**src/rtl/muldiv_pkg.sv**
```systemverilog
// Shared encodings for the HI/LO multiply/divide sequencer: op codes, FSM states
// and the iteration-counter width helper.
package muldiv_pkg;

  localparam logic [1:0] OP_MULTU = 2'b00;
  localparam logic [1:0] OP_MULT  = 2'b01;
  localparam logic [1:0] OP_DIVU  = 2'b10;
  localparam logic [1:0] OP_DIV   = 2'b11;

  typedef enum logic [1:0] {
    IDLE = 2'b00,
    RUN  = 2'b01,
    FIX  = 2'b10
  } state_t;

  // Counter must hold WIDTH-1; guarded so a 1-bit build still gets a 1-bit counter.
  function automatic int cnt_width(input int w);
    return (w > 1) ? $clog2(w) : 1;
  endfunction

endpackage

```
**src/rtl/muldiv_sequencer_cond_neg.sv**
```systemverilog
// Conditional two's-complement negation, used both to take operand magnitudes
// and to restore the sign of product, quotient and remainder.
module cond_neg #(
  parameter int WIDTH = 32
) (
  input  logic             neg,
  input  logic [WIDTH-1:0] din,
  output logic [WIDTH-1:0] dout
);

  assign dout = neg ? (~din + {{(WIDTH-1){1'b0}}, 1'b1}) : din;

endmodule

```
**src/rtl/muldiv_sequencer.sv**
```systemverilog
// HI/LO owner for the MIPS core: sequences an iterative shift-add multiplier and
// restoring divider, one step per cycle, and stalls conflicting HI/LO users.
module muldiv_sequencer
  import muldiv_pkg::*;
#(
  parameter int WIDTH = 32
) (
  input  logic             clk,
  input  logic             reset,
  input  logic             start,
  input  logic [1:0]       op,
  input  logic [WIDTH-1:0] srca,
  input  logic [WIDTH-1:0] srcb,
  input  logic             rd_req,
  input  logic             wr_hi,
  input  logic             wr_lo,
  input  logic [WIDTH-1:0] wdata,
  output logic             busy,
  output logic             stall,
  output logic             done,
  output logic             dbz,
  output logic [WIDTH-1:0] hi,
  output logic [WIDTH-1:0] lo
);

  localparam int CW = cnt_width(WIDTH);

  state_t state, state_next;

  logic [CW-1:0]        cnt;
  logic [2*WIDTH-1:0]   acc;
  logic [WIDTH-1:0]     opnd;
  logic [WIDTH-1:0]     raw_a;
  logic                 is_div;
  logic                 neg_hl;
  logic                 neg_rem;
  logic                 div_zero;

  logic                 sign_a, sign_b;
  logic [WIDTH-1:0]     mag_a, mag_b;
  logic [WIDTH:0]       mul_sum;
  logic [2*WIDTH-1:0]   mul_next;
  logic [2*WIDTH:0]     div_ext;
  logic [WIDTH:0]       div_diff;
  logic [2*WIDTH-1:0]   div_next;
  logic [2*WIDTH-1:0]   prod_fixed;
  logic [WIDTH-1:0]     quot_fixed;
  logic [WIDTH-1:0]     rem_fixed;

  // Only the signed ops (op[0] set) take magnitudes.
  assign sign_a = op[0] & srca[WIDTH-1];
  assign sign_b = op[0] & srcb[WIDTH-1];

  cond_neg #(.WIDTH(WIDTH)) u_abs_a (.neg(sign_a), .din(srca), .dout(mag_a));
  cond_neg #(.WIDTH(WIDTH)) u_abs_b (.neg(sign_b), .din(srcb), .dout(mag_b));

  // Multiply step: acc = {partial product, remaining multiplier bits}.
  assign mul_sum  = {1'b0, acc[2*WIDTH-1:WIDTH]} + (acc[0] ? {1'b0, opnd} : {(WIDTH+1){1'b0}});
  assign mul_next = {mul_sum, acc[WIDTH-1:1]};

  // Divide step: acc = {partial remainder, dividend bits / quotient bits}.
  // The shifted remainder needs one extra bit, so the trial subtract is WIDTH+1 wide.
  assign div_ext  = {acc, 1'b0};
  assign div_diff = div_ext[2*WIDTH:WIDTH] - {1'b0, opnd};
  assign div_next = div_diff[WIDTH] ? div_ext[2*WIDTH-1:0]
                                    : {div_diff[WIDTH-1:0], div_ext[WIDTH-1:1], 1'b1};

  cond_neg #(.WIDTH(2*WIDTH)) u_fix_p (.neg(neg_hl),  .din(acc),                    .dout(prod_fixed));
  cond_neg #(.WIDTH(WIDTH))   u_fix_q (.neg(neg_hl),  .din(acc[WIDTH-1:0]),         .dout(quot_fixed));
  cond_neg #(.WIDTH(WIDTH))   u_fix_r (.neg(neg_rem), .din(acc[2*WIDTH-1:WIDTH]),   .dout(rem_fixed));

  assign busy  = (state != IDLE);
  assign stall = busy & (rd_req | start | wr_hi | wr_lo);

  always_ff @(posedge clk or posedge reset) begin
    if (reset) begin
      state <= IDLE;
    end else begin
      state <= state_next;
    end
  end

  always_comb begin
    state_next = state;
    case (state)
      IDLE:    if (start) state_next = RUN;
      RUN:     if (cnt == '0) state_next = FIX;
      FIX:     state_next = IDLE;
      default: state_next = IDLE;
    endcase
  end

  always_ff @(posedge clk or posedge reset) begin
    if (reset) begin
      cnt      <= '0;
      acc      <= '0;
      opnd     <= '0;
      raw_a    <= '0;
      is_div   <= 1'b0;
      neg_hl   <= 1'b0;
      neg_rem  <= 1'b0;
      div_zero <= 1'b0;
      hi       <= '0;
      lo       <= '0;
      done     <= 1'b0;
      dbz      <= 1'b0;
    end else begin
      done <= 1'b0;
      case (state)
        IDLE: begin
          if (start) begin
            // Divider keeps the dividend in acc; multiplier keeps the multiplier there.
            acc      <= op[1] ? {{WIDTH{1'b0}}, mag_a} : {{WIDTH{1'b0}}, mag_b};
            opnd     <= op[1] ? mag_b : mag_a;
            raw_a    <= srca;
            is_div   <= op[1];
            neg_hl   <= sign_a ^ sign_b;
            neg_rem  <= sign_a;
            div_zero <= op[1] & (srcb == '0);
            dbz      <= 1'b0;
            cnt      <= CW'(WIDTH-1);
          end else begin
            if (wr_hi) hi <= wdata;
            if (wr_lo) lo <= wdata;
          end
        end
        RUN: begin
          acc <= is_div ? div_next : mul_next;
          if (cnt != '0) cnt <= cnt - 1'b1;
        end
        FIX: begin
          done <= 1'b1;
          dbz  <= div_zero;
          if (div_zero) begin
            hi <= raw_a;
            lo <= '1;
          end else if (is_div) begin
            hi <= rem_fixed;
            lo <= quot_fixed;
          end else begin
            hi <= prod_fixed[2*WIDTH-1:WIDTH];
            lo <= prod_fixed[WIDTH-1:0];
          end
        end
        default: ;
      endcase
    end
  end

endmodule
```
**config.mk**
```make
export PLATFORM = sky130hd
export DESIGN_NAME = muldiv_sequencer
export DESIGN_NICKNAME = d
export VERILOG_FILES = /design/src/rtl/muldiv_pkg.sv /design/src/rtl/muldiv_sequencer_cond_neg.sv /design/src/rtl/muldiv_sequencer.sv
export SDC_FILE = /design/constraint.sdc
export NUM_CORES = 1
export LEC_CHECK = 0
export BUFFER_PORTS_ARGS = -buffer_cell sky130_fd_sc_hd__buf_2
export CORE_MARGIN = 3
export CORE_UTILIZATION = 50
export DETAILED_ROUTE_END_ITERATION = 8
export PLACE_DENSITY = 0.69
export SLEW_MARGIN = 20
export SYNTH_ARGS = -nofsm -noshare
export SYNTH_HDL_FRONTEND = slang
export SYNTH_SLANG_ARGS = --single-unit
```
**constraint.sdc**
```tcl
create_clock -name clk -period 8.55 [get_ports clk]
set_clock_uncertainty 0.15 [all_clocks]
set_input_delay 0.4275 -clock clk [delete_from_list [all_inputs] [get_ports clk]]
set_output_delay 0.4275 -clock clk [all_outputs]
set_load 0.01 [all_outputs]
```
==> results_dict.tcl, run 1 <==
set metrics [dict create \
    die_w_um 187 \
    area_delta_synth_final_pct 12.7 \
    dieHeight_um 187 \
    fp-row-count 65 \
    dieArea_um2 35000 \
    synthAdderAreaFrac 0.0558 \
    post_cts_resize_count 0 \
    yosysWarningCount 0 \
    grt_overflow 0 \
    synth_flop_cell "dfrtp_1" \
    relSlewSlack 0.290 \
    track_usage 0.333 \
    seq_area_frac_synth 0.313 \
    synth-async-reset-ratio 1.00 \
    synth-compound-area-share 0.267 \
    clock_latency_ps 550 \
    final-setup-viol-count 0 \
    syn-num-nets 2225 \
    numCtsBuffers 25 \
    drt-initial-drc-count 1903 \
    wl_per_cell_um 23.3 \
    p_per_area_nw_per_um2 472 \
    end_kind "flop" \
    clk_path_buf_depth 3 \
    critPathMaxFanout 31 \
    tns_ps 0 \
    cp-start-kind "flop" \
    synth.distinct_cells 79 \
    core_um2 32000 \
    reg2reg_from "acc[0]" \
    io_buffers 171 \
    hold_viol 0 \
    synth_top_area_cell "dfrtp_1" \
    initial_core_util 0.514 \
    vdd_drop_max_mv 0.212 \
    dpl.cell_count 2543 \
    cts-root-buf "clkbuf_16" \
    drt_pre_antenna_iters 6 \
    regToRegEndpoint "acc[57]" \
    crit_end "acc[57]" \
    critPathRequiredTime_ps 8780 \
    synth_seq_cells 205 \
    tritoncts "done" \
    place_congestion 0.988 \
    synth_edf_count 0 \
    vias 16700 \
    grt_pass1_vias 15300 \
    max_cap_violations 0 \
    routed_wl_um 60600 \
    cts_sinks 205 \
    final_nets 2324 \
    synth_cells 2049 \
    layout_common_cells "nand2_1 (269), dfrtp_1 (204), o21ai_0 (196), buf_2 (171), a21oi_1 (161)" \
    synthMuxAreaShare 0.0437 \
    worst_slew_pin_slew_ps 1060 \
    vias_per_cell 6.41 \
    io_pins 172 \
    layout-drive-gt1-share 0.127 \
    period_needed_ps 4960 \
    final_common_cell "nand2_1" \
    synth_top_family_by_area "compound AO/OA/AOI/OAI gates" \
    grt_max_degree 92 \
    netlist_top_cells_area "dfrtp_1 (31%), nand2_1 (6.2%), o21ai_0 (6.0%)" \
    grt_first_pass_wirelength_um 92400 \
    htree_levels 1 \
    rsz0062_at_grt "no" \
    mappedNetlistArea_um2 16400 \
    final_cells 2602 \
    syn_area_per_cell_um2 8.01 \
    ff2ff_path_depth 13 \
    max_freq_mhz 202 \
    post-dp-hpwl_um 46000 \
    finalCritPeriodShare 0.580 \
    setup.worst_path.start "acc[0]" \
    hold_path_class "in -> reg" \
    status "complete, no violations" \
    finalMaxSlewViolations 0 \
    synthSimpleGateAreaFrac 0.184 \
    route.detailed.drc 0 \
    antenna_found_initial 0 \
    path_clk_slew_ps 60 \
    path_class "reg -> reg" \
    leakagePower_nw 8.16 \
    r2r_slack_ps 3590 \
    synth_top_area_frac 0.313 \
    worstPathArrival_ps 5190 \
    yosys.area_share.xor_xnor 0.0891 \
    detail-route-antenna-nets 0 \
]
final cells by class:
| type | count | area (µm²) |
|---|---|---|
| fillers | 2942 | 13500 |
| diodes | 1 | 2.50 |
| clock inverters | 9 | 143 |
| clock buffers | 36 | 727 |
| repair buffers | 205 | 1140 |
| inverters | 70 | 270 |
| well taps | 435 | 544 |
| flip-flops and latches | 205 | 5130 |
| multi-input cells | 1641 | 10500 |
synth_stat cells (all sizes together), types with 5 or more instances:
library cell	instances
a21oi	161
a211oi	53
o211ai	27
o21ai	200
buf	21
a31oi	27
xnor2	102
nand3	18
nand2	270
dfrtp	205
inv	69
o221ai	5
and3	16
a222oi	14
or3	21
o22ai	35
a22oi	31
xor2	65
o211a	5
mux2i	66
o21a	16
or2	10
a21o	26
a2111oi	5
and2	17
nor4	21
o41ai	13
ha	70
nand2b	25
nor2b	14
nand4	9
nor2	153
or4	15
nor3	32
mux2	5
o21bai	12
o31ai	20
clkbuf	112
critical path: stages (launching register included):
cell and delay [ps]:
dfrtp_1 480, clkinv_1 870, nor2_1 330, ha_1 310, nor2b_1 170, o31ai_1 460
a21oi_1 210, a31oi_1 440, o311ai_0 240, buf_4 210, o311a_1 330, or3_1 300
a32oi_1 180, o21ai_0 100
worst min-delay path by stage:
stage / startpoint / end / slack [ps] / depth (start not counted)
final: wdata[18] / hi[18] / 10 / 3
after global routing: srca[10] / raw_a[10] / 20 / 3
after CTS: wdata[2] / hi[2] / 1 / 3
after detailed placement: raw_a[3] / raw_a[3] / 310 / 2
after global placement: hi[1] / hi[1] / 310 / 2
after floorplan: raw_a[20] / raw_a[20] / 300 / 2
state kept, by name (all words and copies together) (netlist names):
signal / cells
acc: 64
hi: 32
lo: 32
opnd: 32
raw_a: 32
cnt: 5
state: 2
dbz: 1
div_zero: 1
done: 1
is_div: 1
neg_hl: 1
neg_rem: 1
through the flow:
step           cell area [µm²]  hold WS [ps]  total power (W)  setup slack, ps   util
2_1_floorplan            16400           295          0.00582             2380      -
5_1_grt                  18500          21.8          0.00932             3370  0.579
3_3_place_gp             17500           307          0.00734             4130  0.547
3_5_place_dp             17500           313          0.00745             3940  0.547
6_report                 18500          11.8          0.00873             3590  0.579
4_1_cts                  18500          1.22          0.00861             3930  0.579
logic make-up after synthesis:
family | Yosys count
buffers and inverters | 203
adders and majority gates | 72
AOI/OAI and AO/OA | 691
xor gates and xnor gates | 167
and+or+nand+nor | 640
muxes | 71
DFF | 205
report_power, final:
part	leakage [nW]	internal (W)	switching [W]
combinational	5.27	0.00221	0.00325
clock	0.418	0.000683	0.000449
sequential	2.47	0.00146	0.000680
repair_timing:
item,in CTS,in global routing
setup buffers,0,0
hold endpoints to repair,102,0
hold buffers,13,0
routing by layer:
| layer | vias up | share of wire | GRT usage |
|---|---|---|---|
| li1 | 7648 | - | - |
| met1 | 7982 | 0.42 | 0.469 |
| met2 | 939 | 0.43 | 0.509 |
| met3 | 117 | 0.11 | 0.0699 |
| met4 | 0 | 0.039 | 0.113 |
| met5 | - | 0 | 0 |
(Power assumes the default switching activity.)
==> inputs of run 2 (changes only) <==
--- a/config.mk
+++ b/config.mk
@@ -5,6 +5,7 @@
 export SDC_FILE = /design/constraint.sdc
 export NUM_CORES = 1
 export LEC_CHECK = 0
+export ABC_AREA = 1
 export BUFFER_PORTS_ARGS = -buffer_cell sky130_fd_sc_hd__buf_2
 export CORE_MARGIN = 3
 export CORE_UTILIZATION = 50
==> constraint.sdc (replaced) <==
create_clock -name clk -period 4.6 [get_ports clk]
set_clock_uncertainty 0.15 [all_clocks]
set_input_delay 0.23 -clock clk [delete_from_list [all_inputs] [get_ports clk]]
set_output_delay 0.23 -clock clk [all_outputs]
set_load 0.01 [all_outputs]
==> run 2 against run 1 <==
Die area grew 19%; combinational power grew 130%; largest power group unchanged; highest routed layer is now met5; sequential power grew 84%; core utilization grew 0.75 points.
==> results_dict.tcl, run 2 <==
set metrics [dict create \
    place_congestion 1.08 \
    clock_latency_ps 570 \
    synth-async-reset-ratio 1.00 \
    synth_top_area_frac 0.262 \
    syn_area_per_cell_um2 5.93 \
    io_buffers 171 \
    vias_per_cell 5.87 \
    max_freq_mhz 293 \
    worstPathArrival_ps 3730 \
    period_needed_ps 3410 \
    antenna_found_initial 4 \
    tritoncts "done" \
    seq_area_frac_synth 0.262 \
    area_delta_synth_final_pct 14.2 \
    use_met2 0.575 \
    final_cells 4013 \
    final-setup-viol-count 0 \
    htree_levels 1 \
    synth-compound-area-share 0.154 \
    track_usage 0.396 \
    synthSimpleGateAreaFrac 0.397 \
    synth_top_area_cell "dfrtp_1" \
    vdd_drop_max_mv 0.559 \
    io_pins 172 \
    grt_use_met1 0.565 \
    finalMaxSlewViolations 0 \
    cts_sinks 205 \
    synthMuxAreaShare 0 \
    worst_slew_pin_slew_ps 1120 \
    end_kind "flop" \
    grt_first_pass_wirelength_um 126000 \
    synth.distinct_cells 50 \
    final_common_cell "nand2_1" \
    drt-initial-drc-count 3439 \
    min_delay_path_depth 5 \
    cts-root-buf "clkbuf_16" \
    top_register "acc" \
    dieHeight_um 204 \
    largest_reg_flops 64 \
    numCtsBuffers 25 \
    detail-route-antenna-nets 0 \
    core_um2 38100 \
    yosysWarningCount 0 \
    routed_wl_um 85100 \
    whs_ps 9.22 \
    post_cts_buffers 0 \
    syn-num-nets 3475 \
    path_clk_slew_ps 60 \
    wl_per_cell_um 21.2 \
    fp-row-count 71 \
    route.detailed.drc 0 \
    final_nets 3658 \
    ff2ff_path_depth 10 \
    post_cts_resize_count 0 \
    synth_edf_count 0 \
    synth_top_family_by_area "simple AND/OR/NAND/NOR gates" \
    hold_path_class "in -> reg" \
    layout-drive-gt1-share 0.0880 \
    dpl.cell_count 3891 \
    relSlewSlack 0.254 \
    hold_viol 0 \
    yosys.cell_count.top_type "nand2_1" \
    tns_ps 0 \
    leakagePower_nw 11.7 \
    yosys.area_share.xor_xnor 0.0287 \
    synth_flop_cell "dfrtp_1" \
    synth_seq_cells 205 \
    initial_core_util 0.513 \
    grt_overflow 0 \
    clk_path_buf_depth 3 \
    grt_pass1_vias 21300 \
    rsz0062_at_grt "no" \
    synth_cells 3299 \
    p_per_area_nw_per_um2 828 \
    grt_use_met3 0.107 \
    die_w_um 204 \
    post-dp-hpwl_um 67200 \
    critPathRequiredTime_ps 4920 \
    finalCritPeriodShare 0.742 \
    drt_pre_antenna_iters 8 \
    netlist_top_cells_area "dfrtp_1 (26%), nand2_1 (20%), inv_1 (8.3%)" \
    layout_common_cells "nand2_1 (1019), inv_1 (431), nor2_1 (377), nand3_1 (314), a21oi_1 (217)" \
    synthAdderAreaFrac 0.0468 \
    dieArea_um2 41500 \
    cp-start-kind "flop" \
    path_class "reg -> reg" \
    critPathMaxFanout 60 \
    yosys-top-cells-count "nand2_1 (1019), inv_1 (432), nor2_1 (380)" \
    max_cap_violations 0 \
    vias 23500 \
    grt_max_degree 110 \
    mappedNetlistArea_um2 19600 \
    grt-busiest-layer "met2" \
    status "complete, no violations" \
]
run 2: path summary, 6_finish.rpt:
kind	from	end	slack [ps]
worst min-delay path	srcb[24]	opnd[24]	9
max in group asynchronous	reset	is_div	3450
worst max-delay path	state[0]	div_zero	1190
worst min register to register	raw_a[1]	raw_a[1]	340
min in group asynchronous	reset	hi[3]	270
worst max register to register	state[0]	div_zero	1190
run 2: timing repair:
item                                   CTS  global route
setup endpoints to repair                0             0
hold buffers                            75             0
endpoints found under the hold margin  310             0
run 2: cell type report:
type,count,area (µm²)
Fill cell,3870,15800
Antenna cell,1,2.50
Clock buffer,36,717
Sequential cell,205,5130
Clock inverter,10,82.6
Tap cell,511,639
Inverter,447,1680
Timing Repair Buffer,272,1810
Multi-Input combinational cell,2531,12300
run 2: through the flow:
step / area [µm²] / power [W] / utilization / worst slack [ps]
2_1_floorplan: 19600 / 0.0120 / - / 1560
3_3_place_gp: 20800 / 0.0157 / 0.545 / 1600
3_5_place_dp: 20800 / 0.0159 / 0.545 / 1500
4_1_cts: 22300 / 0.0180 / 0.586 / 1270
5_1_grt: 22300 / 0.0199 / 0.586 / 908
6_report: 22300 / 0.0185 / 0.586 / 1190
run 2: critical path, stage by stage, from the launching register on:
cell           delay [ps]
dfrtp_1               410
nor2_1                200
inv_2                  80
nor2_4                 90
buf_4                 520
inv_1                 290
nor2_1                170
buf_4                 260
inv_1                 180
o41ai_1               350
dlygate4sd3_1         600
run 2: kinds of logic (layout without fill, tap and decap cells):
family,Yosys count,in the layout
and+or+nand+nor,1850,1850
buffers and inverters,563,765
AOI/OAI and AO/OA,545,545
DFF,205,205
adders and majority gates,72,72
xor gates and xnor gates,64,64
other,0,1
run 2: power breakdown:
group	switching, W	leakage, nW	internal (W)
combinational	0.00865	8.88	0.00396
clock	0.000861	0.394	0.00110
sequential	0.00119	2.41	0.00274
run 2: per-layer routing:
| layer | wire length, µm | share of wire | up-vias |
|---|---|---|---|
| li1 | - | - | 11000 |
| met1 | 34200 | 0.40 | 10900 |
| met2 | 35300 | 0.41 | 1477 |
| met3 | 11900 | 0.14 | 189 |
| met4 | 3730 | 0.044 | 4 |
| met5 | 27 | 0.00032 | - |
